--- src/rtl/inverse_sub_bytes_sequencer_if.sv ---
// Bus bundle for the AES InvSubBytes engine.
// Handshake rules, both directions: a transfer happens on the rising clock
// edge where valid and ready are both high. The producer keeps valid and its
// data stable until that edge. The consumer may raise or lower ready at any
// time. i_flush is a synchronous abort that overrides both handshakes.
interface inverse_sub_bytes_sequencer_if #(
  parameter int NB_STATE = 128
);
  logic [NB_STATE-1:0] i_state;
  logic                i_valid;
  logic                o_ready;
  logic                i_flush;
  logic [NB_STATE-1:0] o_state;
  logic                o_valid;
  logic                i_ready;

  // The engine is the slave: it consumes i_* and drives o_*.
  modport slave (
    input  i_state, i_valid, i_flush, i_ready,
    output o_ready, o_state, o_valid
  );

  // The surrounding datapath is the master.
  modport master (
    output i_state, i_valid, i_flush, i_ready,
    input  o_ready, o_state, o_valid
  );
endinterface

--- src/rtl/inverse_sub_bytes_sequencer.sv ---
// AES InvSubBytes engine. It accepts one 128-bit state and replaces NB_LANES
// bytes per clock in place. Each byte goes through the inverse affine map and
// then the GF(2^8) inverse. The finished state is held until downstream takes it.
module inverse_sub_bytes_sequencer #(
  parameter int NB_BYTE  = 8,
  parameter int NB_STATE = 128,
  parameter int NB_LANES = 4
) (
  input  logic                          i_clock,
  input  logic                          i_reset_n,
  inverse_sub_bytes_sequencer_if.slave  bus,
  output logic [1:0]                    o_dbg_state
);

  localparam int NB_BYTES  = NB_STATE / NB_BYTE;
  localparam int NB_ITER   = NB_BYTES / NB_LANES;
  localparam int CNT_W     = (NB_ITER > 1) ? $clog2(NB_ITER) : 1;
  localparam int BIT_W     = $clog2(NB_STATE);
  localparam logic [CNT_W-1:0] LAST_ITER = CNT_W'(NB_ITER - 1);

  // Reject configurations the datapath was not built for (BAD_CONF).
  if (NB_BYTE != 8 || NB_STATE != 128 ||
      !(NB_LANES == 1 || NB_LANES == 2 || NB_LANES == 4 ||
        NB_LANES == 8 || NB_LANES == 16)) begin : g_bad_conf
    $error("BAD_CONF: NB_BYTE=%0d NB_STATE=%0d NB_LANES=%0d", NB_BYTE, NB_STATE, NB_LANES);
  end

  typedef enum logic [1:0] {
    IDLE = 2'd0,
    BUSY = 2'd1,
    DONE = 2'd2
  } state_e;

  state_e              state_q;
  logic [CNT_W-1:0]    iter_q;
  logic [NB_STATE-1:0] work_q;
  logic [NB_STATE-1:0] work_next;
  logic [NB_STATE-1:0] out_q;
  logic                ready_q;
  logic                valid_q;
  logic [NB_BYTE-1:0]  lane_in  [NB_LANES];
  logic [NB_BYTE-1:0]  lane_out [NB_LANES];

  // GF(2^8) multiply modulo x^8+x^4+x^3+x+1, shift-and-add form.
  function automatic logic [7:0] gf_mul(input logic [7:0] a, input logic [7:0] b);
    logic [7:0] acc;
    logic [7:0] sh;
    acc = 8'h00;
    sh  = a;
    for (int i = 0; i < 8; i++) begin
      if (b[i]) acc = acc ^ sh;
      sh = {sh[6:0], 1'b0} ^ (sh[7] ? 8'h1b : 8'h00);
    end
    return acc;
  endfunction

  // Multiplicative inverse as x^254, built from the squares x^2..x^128.
  // The input 0 gives 0 here, which is the inverse(0)=0 convention.
  function automatic logic [7:0] gf_inv(input logic [7:0] x);
    logic [7:0] sq;
    logic [7:0] acc;
    sq  = x;
    acc = 8'h01;
    for (int i = 1; i < 8; i++) begin
      sq  = gf_mul(sq, sq);
      acc = gf_mul(acc, sq);
    end
    return acc;
  endfunction

  // Inverse S-box: undo the affine map first, then invert in the field.
  function automatic logic [7:0] inv_sbox(input logic [7:0] x);
    logic [7:0] a;
    a = {x[6:0], x[7]} ^ {x[4:0], x[7:5]} ^ {x[1:0], x[7:2]} ^ 8'h05;
    return gf_inv(a);
  endfunction

  // Bit offset of byte k. Byte 0 is the most significant byte.
  function automatic logic [BIT_W-1:0] byte_lsb(input int k);
    return BIT_W'(NB_STATE - NB_BYTE * (k + 1));
  endfunction

  // Pick the bytes this iteration works on.
  always_comb begin
    for (int j = 0; j < NB_LANES; j++) begin
      lane_in[j] = work_q[byte_lsb(int'(iter_q) * NB_LANES + j) +: NB_BYTE];
    end
  end

  // One inverse S-box per lane.
  for (genvar j = 0; j < NB_LANES; j++) begin : g_lane
    assign lane_out[j] = inv_sbox(lane_in[j]);
  end

  // Write the substituted bytes back into their slots; all other bytes pass through.
  always_comb begin
    work_next = work_q;
    for (int j = 0; j < NB_LANES; j++) begin
      work_next[byte_lsb(int'(iter_q) * NB_LANES + j) +: NB_BYTE] = lane_out[j];
    end
  end

  // Control FSM. It owns the working register and every registered output.
  // Flush has priority over both the accept handshake and the output handshake.
  always_ff @(posedge i_clock or negedge i_reset_n) begin
    if (!i_reset_n) begin
      state_q <= IDLE;
      iter_q  <= '0;
      work_q  <= '0;
      out_q   <= '0;
      ready_q <= 1'b1;
      valid_q <= 1'b0;
    end else if (bus.i_flush) begin
      state_q <= IDLE;
      iter_q  <= '0;
      ready_q <= 1'b1;
      valid_q <= 1'b0;
    end else begin
      case (state_q)
        IDLE: begin
          if (bus.i_valid && ready_q) begin
            work_q  <= bus.i_state;
            iter_q  <= '0;
            ready_q <= 1'b0;
            state_q <= BUSY;
          end
        end
        BUSY: begin
          work_q <= work_next;
          if (iter_q == LAST_ITER) begin
            out_q   <= work_next;
            valid_q <= 1'b1;
            state_q <= DONE;
          end else begin
            iter_q <= iter_q + 1'b1;
          end
        end
        DONE: begin
          if (bus.i_ready) begin
            valid_q <= 1'b0;
            ready_q <= 1'b1;
            state_q <= IDLE;
          end
        end
        default: begin
          state_q <= IDLE;
          iter_q  <= '0;
          ready_q <= 1'b1;
          valid_q <= 1'b0;
        end
      endcase
    end
  end

  assign bus.o_ready = ready_q;
  assign bus.o_valid = valid_q;
  assign bus.o_state = out_q;
  assign o_dbg_state = state_q;

endmodule

--- src/flat_wrapper.sv ---
// flat-port wrapper written by rule: the top's interface ports become plain ports
module inverse_sub_bytes_sequencer_flat 
#(
  parameter int NB_BYTE  = 8,
  parameter int NB_STATE = 128,
  parameter int NB_LANES = 4
)
  (i_clock, i_reset_n, o_dbg_state, bus_i_state, bus_i_valid, bus_i_flush, bus_i_ready, bus_o_ready, bus_o_state, bus_o_valid);
  inverse_sub_bytes_sequencer_if #(.NB_STATE(NB_STATE)) bus_i ();
  input  logic i_clock;
  input  logic i_reset_n;
  output logic [1:0] o_dbg_state;
  input wire logic [$bits(bus_i.i_state)-1:0] bus_i_state;
  input wire logic [$bits(bus_i.i_valid)-1:0] bus_i_valid;
  input wire logic [$bits(bus_i.i_flush)-1:0] bus_i_flush;
  input wire logic [$bits(bus_i.i_ready)-1:0] bus_i_ready;
  output wire logic [$bits(bus_i.o_ready)-1:0] bus_o_ready;
  output wire logic [$bits(bus_i.o_state)-1:0] bus_o_state;
  output wire logic [$bits(bus_i.o_valid)-1:0] bus_o_valid;
  assign bus_i.i_state = bus_i_state;
  assign bus_i.i_valid = bus_i_valid;
  assign bus_i.i_flush = bus_i_flush;
  assign bus_i.i_ready = bus_i_ready;
  assign bus_o_ready = bus_i.o_ready;
  assign bus_o_state = bus_i.o_state;
  assign bus_o_valid = bus_i.o_valid;
  inverse_sub_bytes_sequencer #(.NB_BYTE(NB_BYTE), .NB_STATE(NB_STATE), .NB_LANES(NB_LANES)) u_core (.i_clock(i_clock), .i_reset_n(i_reset_n), .bus(bus_i), .o_dbg_state(o_dbg_state));
endmodule
--- config.mk ---
export PLATFORM = sky130hd
export DESIGN_NAME = inverse_sub_bytes_sequencer_flat
export DESIGN_NICKNAME = d
export VERILOG_FILES = /design/src/rtl/inverse_sub_bytes_sequencer_if.sv /design/src/rtl/inverse_sub_bytes_sequencer.sv /design/src/flat_wrapper.sv
export SDC_FILE = /design/constraint.sdc
export NUM_CORES = 2
export LEC_CHECK = 0
export CAP_MARGIN = 40
export CORE_ASPECT_RATIO = 1.5
export CORE_UTILIZATION = 55
export CTS_CLUSTER_DIAMETER = 60
export DETAILED_ROUTE_END_ITERATION = 8
export HOLD_SLACK_MARGIN = 0.05
export MAX_ROUTING_LAYER = met4
export PLACE_DENSITY_LB_ADDON = 0.25
export SLEW_MARGIN = 20
export SYNTH_ARGS = -nofsm -noshare
export SYNTH_HDL_FRONTEND = slang
export SYNTH_SLANG_ARGS = --single-unit
--- constraint.sdc ---
create_clock -name i_clock -period 54.3 [get_ports i_clock]
set_clock_uncertainty 0.1 [all_clocks]
set_input_delay 5.43 -clock i_clock [delete_from_list [all_inputs] [get_ports i_clock]]
set_output_delay 5.43 -clock i_clock [all_outputs]
set_load 0.02 [all_outputs]
==> flow_summary.ini <==
[worst_hold_path]
min_path_type = flip-flop to flip-flop
min_path_cells = 2

[yosys]
ys_warn_count = 0
synth_area_mm2 = 0.0671
synth-edff-count = 0
yosysUniqueCellTypes = 121
synth_seq_area_share = 0.0977
synth_seq_cells = 262
syn_area_per_cell_um2 = 7.71
async_flop_share = 1.00
syn-instance-count = 8700
syn_nets = 8862
synth_flop_cell = dfrtp_1

[global_routing]
grt_pass1_wl_um = 341000
grt_max_degree = 96
grtUsageTotal = 0.352
grt_pass1_vias = 60486
overflow = 0
antenna_found_initial = 29

[floorplanning]
die_w_um = 287
start_util = 0.556
rows = 156
num_io_pins = 265
fp.coreArea_mm2 = 0.121
die_area_mm2 = 0.123
die_h_um = 430

[detailed_routing]
vias_per_cell = 6.13
ant_nets = 0
drc = 0
vias = 63616
wire_per_inst_um = 21.0
drt_iter0_markers = 5397
wl_um = 218000
drtPass1Iterations = 6

[run_status]
status = complete, no violations

[timing]
fin_crit_ns = 19.54
whs_ns = 0.374
relSlewSlack = 0.352
hold_viol_final = 0
maxSlewViolCount = 0
finalCritPeriodShare = 0.360
finalSetupViolCount = 0
worst_pin_slew_ns = 0.966
fmax_ghz = 0.0512
rsz0062_at_grt = no
setup_tns_ns = 0

[final_layout]
nNetsFinal = 8913
fillers = 11064
drive_gt1_frac = 0.0954
stdcell_area_mm2 = 0.0733
area_delta_synth_final_pct = 9.22

[place]
dpl_cell_area_mm2 = 0.0717
dp_hpwl_um = 165000
port_buffers = 264
place_congestion = 1.01

[worst_setup_path]
r2r_cells = 60
cpPeakStageDelay_ns = 0.78
required_ns = 54.63
cpMostUsedCell = xnor2_1
path_depth = 60
critPathArrivalTime_ns = 19.87
worstSetupPathType = flip-flop to flip-flop
critical_path.slowest_cell = dfrtp_4
start_kind = flip-flop
end_kind = flip-flop
worst-path-buf-inv = 11
cp_top_family = XOR/XNOR gates
crit_fanout = 27

[clock_tree]
ctsHoldBuffers = 0
htree_levels = 2
clk_latency_ns = 0.56
cts_resized = 0
cts_setup_buffers = 0
path_clk_slew_ns = 0.06
cts_tree = yes
cts_buffers = 35
cts-root-buf = clkbuf_16
clock_sinks = 262
cts_buffer_depth = 3

[run]
max_cap_violations = 0
layout make-up:
cell class | instances | area (um2) | share of cell area
inverters | 103 | 387 | 0.00527
clock buffers | 43 | 936 | 0.0128
clock inverters | 18 | 245 | 0.00335
multi-input cells | 7757 | 57900 | 0.789
diodes | 28 | 70.1 | 0.000956
flip-flops and latches | 262 | 6560 | 0.0895
repair buffers | 592 | 5280 | 0.0720
well taps | 1580 | 1980 | 0.0270
tightest hold or removal path, delay by kind of cell, from the launching register on:
family             cells  cell delay [ns]
DFF                    1             0.33
AOI/OAI and AO/OA      1             0.06
and+or+nand+nor        1             0.04
logic make-up (layout without fill, tap and decap cells):
family                     Yosys count  in the layout  synth area share
other                                0             28                 0
DFF                                262            262            0.0977
muxes                              305            305            0.0536
buffers and inverters              681            756            0.0449
adders and majority gates           38             38           0.00675
xor gates and xnor gates          2579           2579             0.429
and+or+nand+nor                   3054           3054             0.196
AOI/OAI and AO/OA                 1781           1781             0.172
flip-flops by register name, summed over array words and instances, names as in the netlist:
name and count:
u_core.iter_q 2, u_core.bus.o_state 128, u_core.bus.o_ready 1, u_core.work_q 128
u_core.bus.o_valid 1, u_core.o_dbg_state 2
final timing paths:
check | start | end | slack (ns)
min in group asynchronous | i_reset_n | u_core.work_q[0]$_DFFE_PN0P_ | 4.72
hold reg to reg | u_core.bus.o_state[110]$_DFFE_PN0P_ | u_core.bus.o_state[110]$_DFFE_PN0P_ | 0.37
setup / recovery | u_core.iter_q[0]$_DFFE_PN0P_ | u_core.work_q[39]$_DFFE_PN0P_ | 34.76
setup reg to reg | u_core.iter_q[0]$_DFFE_PN0P_ | u_core.work_q[39]$_DFFE_PN0P_ | 34.76
max in group asynchronous | i_reset_n | u_core.work_q[26]$_DFFE_PN0P_ | 47.78
hold / removal | u_core.bus.o_state[110]$_DFFE_PN0P_ | u_core.bus.o_state[110]$_DFFE_PN0P_ | 0.37
cells in the final DEF (no fill, tap or decap), drive strengths merged, types with 41 or more instances in the layout:
cell type,instances
a21oi,400
buf,312
and2,48
dfrtp,261
and3,41
or3,48
nor2,1310
o22ai,86
nor2b,86
a31oi,69
clkdlybuf4s50,263
clkbuf,60
xnor2,1789
nand3,178
nor3,199
a22oi,98
o21ai,525
nand2,951
mux2i,202
nand2b,63
inv,93
o211ai,83
xor2,484
xnor3,265
a211oi,76
xor3,41
mux2,66
Yosys cell counts (all sizes together) (29+ instances only):
| library cell | instances | area share |
|---|---|---|
| mux4 | 37 | 0.012 |
| nand2b | 63 | 0.0060 |
| nor2 | 1310 | 0.074 |
| or3 | 48 | 0.0045 |
| and3 | 41 | 0.0038 |
| o22ai | 86 | 0.0080 |
| o221ai | 35 | 0.0046 |
| xnor2 | 1789 | 0.25 |
| o2bb2ai | 33 | 0.0043 |
| buf | 219 | 0.019 |
| xor3 | 41 | 0.015 |
| ha | 29 | 0.0054 |
| mux2i | 202 | 0.030 |
| inv | 89 | 0.0050 |
| a211oi | 76 | 0.0087 |
| nor2b | 86 | 0.0080 |
| xor2 | 484 | 0.071 |
| clkbuf | 354 | 0.020 |
| a31oi | 69 | 0.0067 |
| a32oi | 32 | 0.0042 |
| nand2 | 951 | 0.053 |
| dfrtp | 261 | 0.097 |
| or2 | 29 | 0.0027 |
| a22oi | 98 | 0.011 |
| nand3 | 178 | 0.013 |
| a21o | 32 | 0.0036 |
| o21ai | 525 | 0.039 |
| nor3 | 199 | 0.015 |
| and2 | 48 | 0.0045 |
| o32ai | 31 | 0.0044 |
| mux2 | 66 | 0.011 |
| xnor3 | 265 | 0.089 |
| a21oi | 400 | 0.030 |
| o211ai | 83 | 0.0094 |
stage by stage:
stage	cells	worst slack (ns)	util
6_report	10383	34.76	0.607
3_3_place_gp	10217	34.41	0.590
4_1_cts	10321	34.92	0.603
5_1_grt	10381	33.38	0.607
3_5_place_dp	10260	34.98	0.594
2_1_floorplan	8700	37.23	-
layer usage:
metal / up-vias / GRT usage / routed length [um]
li1: 29980 / - / -
met5: - / - / 0
met1: 30362 / 0.401 / 82700
met2: 2654 / 0.595 / 106000
met4: 0 / 0.161 / 11700
met3: 620 / 0.0633 / 17400
Power is not shown: default switching activity piles up to over one toggle a cycle in this logic, so the estimate is an artifact.
